`src/rtl/z80_bus_pkg.sv`:
```
// Shared definitions for the Z80 bus responder: FSM states, I/O port
// numbers, ROM bank and open-bus value, plus small decode helpers.
package z80_bus_pkg;

   typedef enum logic [1:0] {
      IDLE = 2'd0,
      MEM  = 2'd1,
      IO   = 2'd2,
      HOLD = 2'd3
   } bus_state_t;

   localparam logic [7:0] PORT_BANK  = 8'h7F;
   localparam logic [7:0] PORT_VCTRL = 8'h80;
   localparam logic [1:0] ROM_BANK   = 2'b11;
   localparam logic [7:0] OPEN_BUS   = 8'hFF;

   // vctrl bit that unmaps the ROM when set
   localparam int VCTRL_ROM_OFF = 5;

   // Value returned for an I/O read of the given port
   function automatic logic [7:0] io_read_value(
      input logic [7:0] port,
      input logic [7:0] bank,
      input logic [7:0] vctrl
   );
      logic [7:0] value;
      case (port)
         PORT_BANK:  value = bank;
         PORT_VCTRL: value = vctrl;
         default:    value = OPEN_BUS;
      endcase
      return value;
   endfunction

   // 18-bit physical address for a CPU memory address
   function automatic logic [17:0] map_address(
      input logic [15:0] addr,
      input logic [1:0]  bank_sel,
      input logic        rom_hit
   );
      logic [17:0] phys;
      if (rom_hit) begin
         phys = {ROM_BANK, addr};
      end else begin
         phys = {bank_sel, addr};
      end
      return phys;
   endfunction

endpackage

```
`src/rtl/z80_int_timer.sv`:
```
// Frame-driven maskable interrupt: a frame pulse pulls int_n low for
// INT_LEN CPU clock-enable ticks; a new pulse restarts the count.
module z80_int_timer #(
   parameter int INT_LEN = 32
) (
   input  logic clock,
   input  logic reset,
   input  logic cep,
   input  logic frame,
   output logic int_n
);

   localparam int CNT_W = (INT_LEN < 1) ? 1 : $clog2(INT_LEN + 1);
   localparam logic [CNT_W-1:0] CNT_LOAD = CNT_W'(INT_LEN);
   localparam logic [CNT_W-1:0] CNT_ONE  = CNT_W'(1);
   localparam logic [CNT_W-1:0] CNT_ZERO = {CNT_W{1'b0}};

   logic [CNT_W-1:0] count_r;
   logic             int_n_r;

   // Load on frame (frame beats a coincident expiry), count down on cep
   always_ff @(posedge clock) begin
      if (reset) begin
         count_r <= CNT_ZERO;
         int_n_r <= 1'b1;
      end else if (frame) begin
         count_r <= CNT_LOAD;
         int_n_r <= 1'b0;
      end else if (cep && (count_r != CNT_ZERO)) begin
         count_r <= count_r - CNT_ONE;
         if (count_r == CNT_ONE) begin
            int_n_r <= 1'b1;
         end
      end
   end

   assign int_n = int_n_r;

endmodule

```
`src/rtl/z80_bus_responder.sv`:
```
// Target side of the Z80 CPU bus: decodes memory and I/O cycles, bridges
// memory cycles to a req/ack memory port with CPU wait states, owns the
// bank and video-control latches and drives the frame interrupt.
module z80_bus_responder
   import z80_bus_pkg::*;
#(
   parameter logic [15:0] ROM_TOP = 16'h5FFF,
   parameter int          INT_LEN = 32,
   parameter int          ADDR_W  = 18
) (
   input  logic              clock,
   input  logic              reset,
   input  logic              cep,
   input  logic              mreq,
   input  logic              iorq,
   input  logic              wr,
   input  logic [15:0]       a,
   input  logic [7:0]        cpu_do,
   output logic [7:0]        di,
   output logic              wait_n,
   output logic              int_n,
   input  logic              frame,
   output logic              mem_req,
   output logic              mem_we,
   output logic [ADDR_W-1:0] mem_addr,
   output logic [7:0]        mem_wdata,
   input  logic [7:0]        mem_rdata,
   input  logic              mem_ack,
   output logic [7:0]        bank,
   output logic [7:0]        vctrl
);

   bus_state_t        state_r;
   logic              mreq_prev_r;
   logic              iorq_prev_r;
   logic [7:0]        di_r;
   logic              wait_n_r;
   logic              mem_req_r;
   logic              mem_we_r;
   logic [ADDR_W-1:0] mem_addr_r;
   logic [7:0]        mem_wdata_r;
   logic [7:0]        bank_r;
   logic [7:0]        vctrl_r;
   logic [7:0]        io_port_r;
   logic              io_wr_r;
   logic [7:0]        io_wdata_r;

   logic              mem_start_s;
   logic              io_start_s;
   logic              rom_hit_s;
   logic [17:0]       phys_addr_s;

   // Strobe history, sampled only on CPU clock-enable ticks
   always_ff @(posedge clock) begin
      if (reset) begin
         mreq_prev_r <= 1'b1;
         iorq_prev_r <= 1'b1;
      end else if (cep) begin
         mreq_prev_r <= mreq;
         iorq_prev_r <= iorq;
      end
   end

   // Falling-edge cycle starts; memory wins over a simultaneous I/O start
   always_comb begin
      mem_start_s = cep & mreq_prev_r & ~mreq;
      io_start_s  = cep & iorq_prev_r & ~iorq & ~mem_start_s;
   end

   // ROM decode and physical address for the current CPU address
   always_comb begin
      if (!vctrl_r[VCTRL_ROM_OFF] && (a <= ROM_TOP)) begin
         rom_hit_s = 1'b1;
      end else begin
         rom_hit_s = 1'b0;
      end
      phys_addr_s = map_address(a, bank_r[1:0], rom_hit_s);
   end

   // Bus cycle FSM with all bus-facing outputs registered
   always_ff @(posedge clock) begin
      if (reset) begin
         state_r     <= IDLE;
         di_r        <= OPEN_BUS;
         wait_n_r    <= 1'b1;
         mem_req_r   <= 1'b0;
         mem_we_r    <= 1'b0;
         mem_addr_r  <= {ADDR_W{1'b0}};
         mem_wdata_r <= 8'h00;
         bank_r      <= 8'h00;
         vctrl_r     <= 8'h00;
         io_port_r   <= 8'h00;
         io_wr_r     <= 1'b1;
         io_wdata_r  <= 8'h00;
      end else begin
         case (state_r)
            IDLE: begin
               if (mem_start_s) begin
                  if (rom_hit_s && !wr) begin
                     // Write into ROM: dropped, cycle ends without a request
                     state_r <= HOLD;
                  end else begin
                     mem_req_r   <= 1'b1;
                     mem_we_r    <= ~wr;
                     mem_addr_r  <= ADDR_W'(phys_addr_s);
                     mem_wdata_r <= cpu_do;
                     wait_n_r    <= 1'b0;
                     state_r     <= MEM;
                  end
               end else if (io_start_s) begin
                  io_port_r  <= a[7:0];
                  io_wr_r    <= wr;
                  io_wdata_r <= cpu_do;
                  state_r    <= IO;
               end
            end
            MEM: begin
               if (mem_ack) begin
                  if (!mem_we_r) begin
                     di_r <= mem_rdata;
                  end
                  mem_req_r <= 1'b0;
                  mem_we_r  <= 1'b0;
                  wait_n_r  <= 1'b1;
                  state_r   <= HOLD;
               end
            end
            IO: begin
               if (!io_wr_r) begin
                  if (io_port_r == PORT_BANK) begin
                     bank_r <= io_wdata_r;
                  end else if (io_port_r == PORT_VCTRL) begin
                     vctrl_r <= io_wdata_r;
                  end
               end else begin
                  // Interrupt acknowledge lands here too and reads open bus
                  di_r <= io_read_value(io_port_r, bank_r, vctrl_r);
               end
               state_r <= HOLD;
            end
            HOLD: begin
               if (mreq && iorq) begin
                  state_r <= IDLE;
               end
            end
            default: begin
               state_r <= IDLE;
            end
         endcase
      end
   end

   z80_int_timer #(
      .INT_LEN (INT_LEN)
   ) u_int_timer (
      .clock (clock),
      .reset (reset),
      .cep   (cep),
      .frame (frame),
      .int_n (int_n)
   );

   assign di        = di_r;
   assign wait_n    = wait_n_r;
   assign mem_req   = mem_req_r;
   assign mem_we    = mem_we_r;
   assign mem_addr  = mem_addr_r;
   assign mem_wdata = mem_wdata_r;
   assign bank      = bank_r;
   assign vctrl     = vctrl_r;

endmodule

```
`config.mk`:
```
export PLATFORM = sky130hd
export DESIGN_NAME = z80_bus_responder
export DESIGN_NICKNAME = d
export VERILOG_FILES = /design/src/rtl/z80_bus_pkg.sv /design/src/rtl/z80_int_timer.sv /design/src/rtl/z80_bus_responder.sv
export SDC_FILE = /design/constraint.sdc
export NUM_CORES = 1
export LEC_CHECK = 0
export CAP_MARGIN = 20
export CORE_ASPECT_RATIO = 2
export CORE_UTILIZATION = 45
export CTS_CLUSTER_DIAMETER = 50
export DETAILED_ROUTE_END_ITERATION = 7
export GPL_TIMING_DRIVEN = 1
export PLACE_DENSITY = 0.75
export SLEW_MARGIN = 15
export SYNTH_ARGS = -nofsm -noshare
export SYNTH_HDL_FRONTEND = slang
export SYNTH_SLANG_ARGS = --single-unit
export TNS_END_PERCENT = 50
```
`constraint.sdc`:
```
create_clock -name clock -period 3 [get_ports clock]
set_input_delay 0.3 -clock clock [delete_from_list [all_inputs] [get_ports clock]]
set_output_delay 0.3 -clock clock [all_outputs]
set_load 0.005 [all_outputs]
```
==> results of run 1 <==
==> cell families (layout without fill, tap and decap cells) <==
group	count (synthesis)	after routing	synth area share, %
AND/OR/NAND/NOR	145	145	21.3
flip-flops	81	81	46.7
multiplexers	33	33	9.52
buffers and inverters	37	131	4.22
AO/OA/AOI/OAI	84	84	15.3
XOR/XNOR	3	3	0.757
adder cells (fa/ha/maj)	6	6	2.16
==> state kept, by name, indices dropped and copies added (netlist names) <==
name / count
wait_n: 1
di: 8
io_wdata_r: 8
io_port_r: 8
mem_we: 1
u_int_timer.count_r: 6
iorq_prev_r: 1
mem_addr: 18
mem_req: 1
state_r: 2
bank: 8
mem_wdata: 8
u_int_timer.int_n: 1
io_wr_r: 1
mreq_prev_r: 1
vctrl: 8
==> final timing paths <==
path	startpoint	to	slack, ns
min	reset	bank[2]	0.35
max	state_r[0]	bank[1]	0.73
max reg2reg	state_r[0]	bank[1]	0.73
min reg2reg	mem_addr[3]	mem_addr[3]	0.45
==> cells in the final DEF (no fill, tap or decap), types with 6 or more instances in the layout <==
cell type        instances
clkbuf_16                9
inv_1                   16
o21ai_0                 11
nor2b_1                  7
dfxtp_1                 81
and3_1                   8
nor2_1                  40
a21oi_1                 35
a2111oi_0                9
mux2i_1                 33
ha_1                     6
a211o_1                  6
clkdlybuf4s50_1         92
nor3_1                  15
o21ai_1                  8
nand2_1                 53
==> synth_stat cells (2+ instances only) <==
cell | count | area (sq um)
nor3_1 | 15 | 75.1
and4b_1 | 2 | 20.0
o311a_1 | 2 | 20.0
nor2b_1 | 7 | 43.8
nor2_1 | 40 | 150
dfxtp_1 | 81 | 1620
a2111oi_0 | 9 | 78.8
buf_2 | 6 | 30.0
o21ai_1 | 8 | 40.0
nand2b_1 | 3 | 18.8
o31a_1 | 2 | 17.5
a211oi_1 | 2 | 15.0
clkbuf_1 | 14 | 52.6
mux2i_1 | 33 | 330
a211o_1 | 6 | 52.6
nor4_4 | 2 | 42.5
nand3_1 | 4 | 20.0
and3_1 | 8 | 50.1
a21oi_1 | 35 | 175
inv_1 | 16 | 60.1
nand2_1 | 53 | 199
ha_1 | 6 | 75.1
o21ai_0 | 11 | 55.1
xnor2_1 | 3 | 26.3
==> critical path, delay by kind of cell (launching register included) <==
| family | cells | cell delay [ns] |
|---|---|---|
| multiplexers | 1 | 0.26 |
| flip-flops | 1 | 0.33 |
| buffers and inverters | 2 | 0.42 |
| AND/OR/NAND/NOR | 2 | 0.78 |
| adder cells (fa/ha/maj) | 1 | 0.35 |
==> power groups by stage <==
stage	clock (mW)	sequential, mW	combinational [mW]
finish	1.08	1.28	0.681
global route	1.15	1.29	0.758
CTS	1.10	1.27	0.684
global placement	0	1.29	0.668
floorplan	0	1.28	0.377
detailed placement	0	1.30	0.680
==> final cells by class <==
cell class / instances / share of cell area (%)
Timing Repair Buffer: 98 / 20.2
Inverter: 17 / 1.34
Tap cell: 94 / 2.47
Multi-Input combinational cell: 271 / 35.7
Clock inverter: 6 / 1.21
Clock buffer: 10 / 5.01
Sequential cell: 81 / 34.0
==> layer usage <==
| metal | vias to the layer above | global-route usage (%) |
|---|---|---|
| li1 | 1533 | - |
| met1 | 1459 | 23.9 |
| met2 | 75 | 42.9 |
| met3 | 25 | 5.43 |
| met4 | 0 | 13.7 |
| met5 | - | 0 |
==> through the flow <==
| step | cell area [sq um] | cells | utilization, % | hold WS, ns |
|---|---|---|---|---|
| 4_1_cts | 4770 | 577 | 63.2 | 0.343 |
| 3_3_place_gp | 4470 | 561 | 59.2 | 0.443 |
| 2_1_floorplan | 3470 | 389 | - | 0.377 |
| 3_5_place_dp | 4470 | 561 | 59.2 | 0.448 |
| 6_report | 4770 | 577 | 63.2 | 0.347 |
| 5_1_grt | 4770 | 577 | 63.2 | 0.380 |
==> impl_results.md, run 1 <==
* Clock power frac at 35.6%
* Hold depth at 2
* DP Worst Slack at 0.655 ns
* Final Skew at 0.00459 ns
* Placement Rows at 45
* Cts bufs inserted at 9
* Port-buffer cells at 93
* Clock Path Buffers at 2
* Worst-Skew Late Latency at 0.34 ns
* Syn_nets at 435
* Final TNS setup at 0 ns
* Fin crit period at 2.27 ns
* Vias per cell at 5.36
* Hold Path Class: in2reg
* Sequential area share after synthesis at 46.7%
* Antenna-violating nets left at 0
* Final Hold Fails at 0
* Routed length on met1 at 3420 um
* Switching power at 0.838 mW
* Syn avg cell area at 8.92 sq um
* Die H at 126 um
* Final setup margin at 0.726 ns
* CTS tree: yes
* Post-synth EDFFs at 0
* Met3 wire length at 261 um
* Max-cap violations at 0
* Pint at 2.20 mW
* Power, Total at 3.04 mW
* Final wirelength at 9020 um
* Critical path peak fanout at 11
* P per Cell Area at 637 mW/mm^2
* Final critical-path share of the clock period at 75.8%
* Post-Syn Area at 0.00347 sq mm
* Comb power frac at 22.4%
* Status: finished, final reports clean
* Ratio of cells with drive above 1 in the final layout at 5.80%
* Total grt overflow at 0
* First-pass GRT wire length at 14600 um
* Initial DRT Pass Iterations at 4
* Gr usage total at 23.6%
* CTS sink count at 81
* Drc violations at 0
* Total number of vias at 3092
* Asr flop ratio synth at 0%
* Sequential Area at 0.00162 sq mm
* Seq cells post-synth at 81
* Critical path's largest stage delay at 0.72 ns
* RSZ-0062 raised after global routing: no
* Wire per inst at 15.6 um
* Worst R2R Path Depth at 6
* Initial Utilization at 46.0%
* Hold buffers post-CTS at 0
* Cells after Synth at 389
* P_leak at 1.79 nW
* Post-synthesis cell type count at 45
* Startpoint Class: register
* Wire length on met2 at 5030 um
* H-tree level count at 3
* Post-CTS Setup Inserts at 0
* Final-stage net count at 524
* Critical Path AT at 2.48 ns
* Final-layout fill cell count at 682
* Core Footprint at 0.00754 sq mm
* DR top layer: met4
* Initial drt markers at 150
* Worst Tran Pin Value at 0.706 ns
* Crit Path Category: reg2reg
* Peak supply drop at 0.000450 V
* Clk root buf: clkbuf_16
* Sequential share of power at 42.0%
* Post-synth top flop: dfxtp_1
* # setup viols final at 0
* Nature of the critical path endpoint: register
* Vias in the first global route at 3007
* Area Growth Syn to Fin at 37.3%
* Post_cts resized at 0
* Largest net degree at the start of global routing at 46
* Die width at 64.1 um
* GPL Wtd Cong at 0.832
* Crit-path cells: inv_1 -> ha_1 -> clkinv_1 -> nor4_4 -> mux2i_1 -> nor2_1
* Ports at 94
* Yosys warns at 0
* # diodes at 0
* Initial antenna violation count at 0
* Fmax at 440 MHz
* Critical path data required time at 3.21 ns
* Max_slew headroom at 52.6%
* Area of the multi-input gates at 0.00170 sq mm
* CTS clock-pin slew for the worst setup and hold paths at 0.06 ns
* Dpl hpwl at 6690 um
* Critical-path top delay cell: nor4_4
* Max-slew violation count at 0
* Die Area at 0.00809 sq mm
* Sw Share at 27.6%
Note: power is estimated with default switching activity, not from simulation.
==> run 2, diff against run 1 <==
--- a/config.mk
+++ b/config.mk
@@ -7,7 +7,7 @@
 export LEC_CHECK = 0
 export CAP_MARGIN = 20
 export CORE_ASPECT_RATIO = 2
-export CORE_UTILIZATION = 45
+export CORE_UTILIZATION = 43
 export CTS_CLUSTER_DIAMETER = 50
 export DETAILED_ROUTE_END_ITERATION = 7
 export GPL_TIMING_DRIVEN = 1
==> constraint.sdc (replaced) <==
create_clock -name clock -period 1.9 [get_ports clock]
set_input_delay 0.19 -clock clock [delete_from_list [all_inputs] [get_ports clock]]
set_output_delay 0.19 -clock clock [all_outputs]
set_load 0.005 [all_outputs]
==> run 2 against run 1 <==
Net effect:
- total power grew 57%
- worst setup slack lost 0.66 ns
- clock power grew 45%
- critical path depth shrank 1
- via count grew 1.7%
- fmax grew 24%
- first-iteration DRC count shrank 19%
- final area grew 2.6%
==> impl_results.md, run 2 (synthesis gave the netlist of run 1 again) <==
* Cts bufs inserted at 9
* Ratio of cells with drive above 1 in the final layout at 8.10%
* Worst Tran Pin Value at 0.813 ns
* H-tree level count at 3
* Ports at 94
* Fmax at 546 MHz
* Worst R2R Path Depth at 5
* Die width at 65.5 um
* Dpl hpwl at 6910 um
* Comb power frac at 24.7%
* Antenna-violating nets left at 0
* Final critical-path share of the clock period at 96.3%
* Total number of vias at 3145
* Startpoint Class: register
* P_leak at 1.84 nW
* Crit path depth at 5
* Placed cells at 574
* Area Growth Syn to Fin at 40.9%
* Core Footprint at 0.00789 sq mm
* GPL Wtd Cong at 0.846
* CTS clock-pin slew for the worst setup and hold paths at 0.06 ns
* DP Worst Slack at 0.00103 ns
* Wire per inst at 15.5 um
* Hold depth at 3
* Max_slew headroom at 45.8%
* CTS sink count at 81
* Critical-path top delay cell: or3b_4
* Sequential share of power at 42.2%
* P per Cell Area at 974 mW/mm^2
* Worst-Skew Late Latency at 0.33 ns
* Flop2flop setup slack at 0.07 ns
* # diodes at 0
* CP top delay family: compound AO/OA/AOI/OAI gates
* Final Skew at 0.00357 ns
* Hold Path Class: in2reg
* Largest register FFs at 18
* Total grt overflow at 0
* Clock Path Buffers at 2
* Initial Utilization at 44.0%
* Vias in the first global route at 3090
* Crit-path cells: inv_1 -> ha_2 -> or3b_4 -> o31a_1 -> a2111oi_2
* CTS tree: yes
* Pint at 3.43 mW
* Commonest non-fill, non-tap cell in the layout: clkdlybuf4s50_1
* Die H at 129 um
* Final setup margin at 0.0697 ns
* Sw Share at 28.0%
* Nature of the critical path endpoint: register
* Final-stage net count at 535
* Critical path's largest stage delay at 0.41 ns
* Status: finished, final reports clean
* Drc violations at 0
* Crit path launch: u_int_timer.count_r[0]
* Placement Rows at 46
* Crit Path Category: reg2reg
* Final non-filler cell total at 590
* Initial DRT Pass Iterations at 5
* Hold buffers post-CTS at 0
* Gr usage total at 22.5%
* Final TNS setup at 0 ns
* Peak supply drop at 0.000768 V
* Die Area at 0.00846 sq mm
* Clock power frac at 33.0%
* Critical Path AT at 2.06 ns
* Final Hold Fails at 0
* Switching power at 1.33 mW
* Critical path data required time at 2.13 ns
* Largest net degree at the start of global routing at 44
* Final wirelength at 9150 um
* Port-buffer cells at 93
* Vias per cell at 5.33
* Hold path start: a[8]
* Fin crit period at 1.83 ns
* Critical path buffers and inverters at 1
* Max-cap violations at 0
* Worst r2r src: u_int_timer.count_r[0]
* Max-slew violation count at 0
* # setup viols final at 0
* Clk root buf: clkbuf_16
* Critical path peak fanout at 5
* First-pass GRT wire length at 14400 um
* Post-CTS Setup Inserts at 0
* Initial drt markers at 121
* Commonest non-fill, non-tap cells in the layout: clkdlybuf4s50_1 (92), dfxtp_1 (81), nand2_1 (53), nor2_1 (40), a21oi_1 (35)
* Initial antenna violation count at 0
run 2: cell types whose count changed in the layout (fill, tap and decap cells not counted):
cell / delta
buf_4: +7
buf_12: +4
clkinv_2: -3
clkbuf_1: +2
a2111oi_0: -1
a2111oi_2: +1
bufinv_16: -1
clkinv_4: +1
clkinvlp_4: +1
ha_1: -1
ha_2: +1
or3b_1: -1
or3b_4: +1
run 2: path summary, 6_finish.rpt:
kind                                               end
worst max-delay path            u_int_timer.count_r[1]
worst min-delay path                       mem_addr[8]
worst max register to register  u_int_timer.count_r[1]
worst min register to register             mem_addr[7]
run 2: power groups by stage:
stage | clock [mW] | combinational, mW | sequential [mW]
after floorplan | 0 | 0.595 | 2.03
after global placement | 0 | 1.14 | 2.04
after detailed placement | 0 | 1.17 | 2.04
after CTS | 1.61 | 1.18 | 2.01
after global routing | 1.67 | 1.30 | 2.03
final | 1.57 | 1.18 | 2.01
run 2: stage by stage:
stage	utilization, %	hold WS (ns)	power, mW	cell area, sq um
4_1_cts	61.9	0.409	4.80	4880
2_1_floorplan	-	0.267	2.62	3470
5_1_grt	62.0	0.442	5.00	4890
6_report	62.0	0.416	4.77	4890
3_5_place_dp	58.4	0.446	3.22	4600
3_3_place_gp	58.4	0.444	3.18	4600
run 2: cell type report:
class                      count  area, sq um
timing repair buffer         109         1100
clock buffer                  12          246
multi-input combinational    271         1710
fill                         673         2990
sequential                    81         1620
inverter                      17         63.8
tap                           96          120
clock inverter                 4         28.8
run 2: repair_timing:
item,4_1_cts,5_1_grt
setup endpoints to repair,1,2
resized for setup,1,3
cloned,0,0
pin swaps,0,0
run 2: routing by layer:
layer	share of wire (%)	up-vias	GRT usage, %	routed length [um]
met1	37	1483	21.1	3390
met2	56	74	44.0	5150
met4	3.5	0	11.9	317
li1	-	1564	-	-
met5	0	-	0	0
met3	3.2	24	3.70	289
run 2: worst reg2reg max path: stages, from the launching register on:
cell	delay, ns
dfxtp_1	0.34
inv_1	0.09
ha_2	0.21
or3b_4	0.41
o31a_1	0.31
a2111oi_2	0.36
==> run 3, diff against run 2 <==
--- a/config.mk
+++ b/config.mk
@@ -6,12 +6,14 @@
 export NUM_CORES = 1
 export LEC_CHECK = 0
 export CAP_MARGIN = 20
+export CELL_PAD_IN_SITES_DETAIL_PLACEMENT = 1
+export CELL_PAD_IN_SITES_GLOBAL_PLACEMENT = 1
 export CORE_ASPECT_RATIO = 2
-export CORE_UTILIZATION = 43
+export CORE_UTILIZATION = 38
 export CTS_CLUSTER_DIAMETER = 50
 export DETAILED_ROUTE_END_ITERATION = 7
 export GPL_TIMING_DRIVEN = 1
-export PLACE_DENSITY = 0.75
+export PLACE_DENSITY_LB_ADDON = 0.1
 export SLEW_MARGIN = 15
 export SYNTH_ARGS = -nofsm -noshare
 export SYNTH_HDL_FRONTEND = slang
==> constraint.sdc (replaced) <==
create_clock -name clock -period 2.3 [get_ports clock]
set_input_delay 0.23 -clock clock [delete_from_list [all_inputs] [get_ports clock]]
set_output_delay 0.23 -clock clock [all_outputs]
set_load 0.005 [all_outputs]
==> run 3 against run 2 <==
Net effect:
- sequential power is 17% lower
- hold slack got worse by 0.038 ns
- non-clock buffer count down 4
- final cell count is 0.34% higher
- clock power about the same
- flip-flop and latch count stayed put
- utilization decreased by 7.4 points
- sequential share of layout area about the same
- combinational power fell by 20%
- global-route usage about the same
- register-to-register slack improved by 0.14 ns
==> impl_results.md, run 3 (synthesis gave the netlist of run 1 again) <==
* Initial antenna violation count at 0
* H-tree level count at 3
* First-pass GRT wire length at 16500 um
* Worst-Skew Late Latency at 0.34 ns
* Core Footprint at 0.00895 sq mm
* Initial Utilization at 38.8%
* # diodes at 0
* Initial DRT Pass Iterations at 4
* Switching power at 1.13 mW
* Total number of vias at 3181
* Crit Path Category: reg2reg
* Crit-path cells: nor4_4 -> nand2_1 -> a2111oi_0 -> o21ai_1
* Sequential Area at 0.00162 sq mm
* Peak supply drop at 0.000445 V
* Vias per cell at 5.37
* Drc violations at 0
* Max_slew headroom at 60.3%
* Clock power frac at 37.5%
* Post_cts resized at 0
* Fmax at 478 MHz
* Ratio of cells with drive above 1 in the final layout at 7.14%
* Sequential share of power at 39.8%
* Final TNS setup at 0 ns
* CTS tree: yes
* Total grt overflow at 0
* GPL Wtd Cong at 0.818
* # setup viols final at 0
* P_leak at 1.85 nW
* Hold buffers post-CTS at 0
* Commonest non-fill, non-tap cell in the layout: clkdlybuf4s50_1
* Area Growth Syn to Fin at 40.8%
* Largest net degree at the start of global routing at 33
* Worst Tran Pin Value at 0.595 ns
* Commonest non-fill, non-tap cells in the layout: clkdlybuf4s50_1 (92), dfxtp_1 (81), nand2_1 (53), nor2_1 (40), a21oi_1 (35)
* Power, Total at 4.17 mW
* Dpl hpwl at 7630 um
* RSZ-0062 raised after global routing: no
* Critical Path AT at 2.29 ns
* Fin crit period at 2.09 ns
* CTS clock-pin slew for the worst setup and hold paths at 0.06 ns
* Final critical-path share of the clock period at 91.0%
* Startpoint Class: register
* Nature of the critical path endpoint: register
* CP top delay family: simple AND/OR/NAND/NOR gates
* Critical path data required time at 2.50 ns
* Max-slew violation count at 0
* Vias in the first global route at 3338
* P per Cell Area at 853 mW/mm^2
* Final Skew at 0.00459 ns
* Final setup margin at 0.207 ns
* Critical path peak fanout at 10
* Initial drt markers at 85
* Final-layout fill cell count at 1044
* Sw Share at 27.1%
* Final wirelength at 10200 um
* Critical-path top delay cell: a2111oi_0
* Pint at 3.04 mW
* Die Area at 0.00954 sq mm
* Antenna-violating nets left at 0
* Wire per inst at 17.3 um
* Status: finished, final reports clean
* Post-CTS Setup Inserts at 0
* Clock Path Buffers at 2
* DP Worst Slack at 0.180 ns
* Area of the multi-input gates at 0.00170 sq mm
* Max-cap violations at 0
* Gr usage total at 22.4%
* Final Hold Fails at 0
* Final-stage net count at 531
* CTS sink count at 81
* Critical path's largest stage delay at 0.62 ns
* Core Util, Final at 54.6%
* Largest register FFs at 18
* Comb power frac at 22.7%
* Clk root buf: clkbuf_16
* Port-buffer cells at 93
* Critical path buffers and inverters at 0
* Hold Path Class: in2reg
* Die width at 69.6 um
* Ports at 94
* Worst hold slack at 0.378 ns
* Placement Rows at 49
* Cts bufs inserted at 9
* Die H at 137 um
[run 3: worst paths after layout]
kind | startpoint | end | slack [ns] | depth (start not counted)
max | io_port_r[0] | di[2] | 0.21 | 4
min | reset | vctrl[0] | 0.38 | 2
max reg2reg | io_port_r[0] | di[2] | 0.21 | 4
min reg2reg | mem_addr[8] | mem_addr[8] | 0.45 | 2
[run 3: stage by stage]
step	cells	cell area (sq um)
after floorplan	389	3470
final	592	4890
after global placement	576	4560
after global routing	592	4890
after CTS	592	4890
after detailed placement	576	4560
[run 3: power by group through the flow]
| stage | logic [mW] | clock network [mW] | registers, mW |
|---|---|---|---|
| after floorplan | 0.491 | 0 | 1.67 |
| after global placement | 0.924 | 0 | 1.68 |
| after detailed placement | 0.948 | 0 | 1.69 |
| after CTS | 0.961 | 1.60 | 1.66 |
| after global routing | 1.05 | 1.65 | 1.68 |
| final | 0.947 | 1.56 | 1.66 |
[run 3: layer usage]
| metal | vias up | track usage (%) | routed length, um |
|---|---|---|---|
| met5 | - | 0 | 0 |
| met4 | 0 | 13.2 | 379 |
| met3 | 22 | 4.05 | 355 |
| met2 | 71 | 42.9 | 5740 |
| met1 | 1541 | 22.1 | 3740 |
| li1 | 1547 | - | - |
[run 3: cell type report]
cell class | instances | area share (%)
Timing Repair Buffer | 105 | 21.3
Multi-Input combinational cell | 271 | 34.8
Clock inverter | 5 | 1.59
Clock buffer | 11 | 5.17
Sequential cell | 81 | 33.2
Inverter | 17 | 1.31
Tap cell | 102 | 2.61
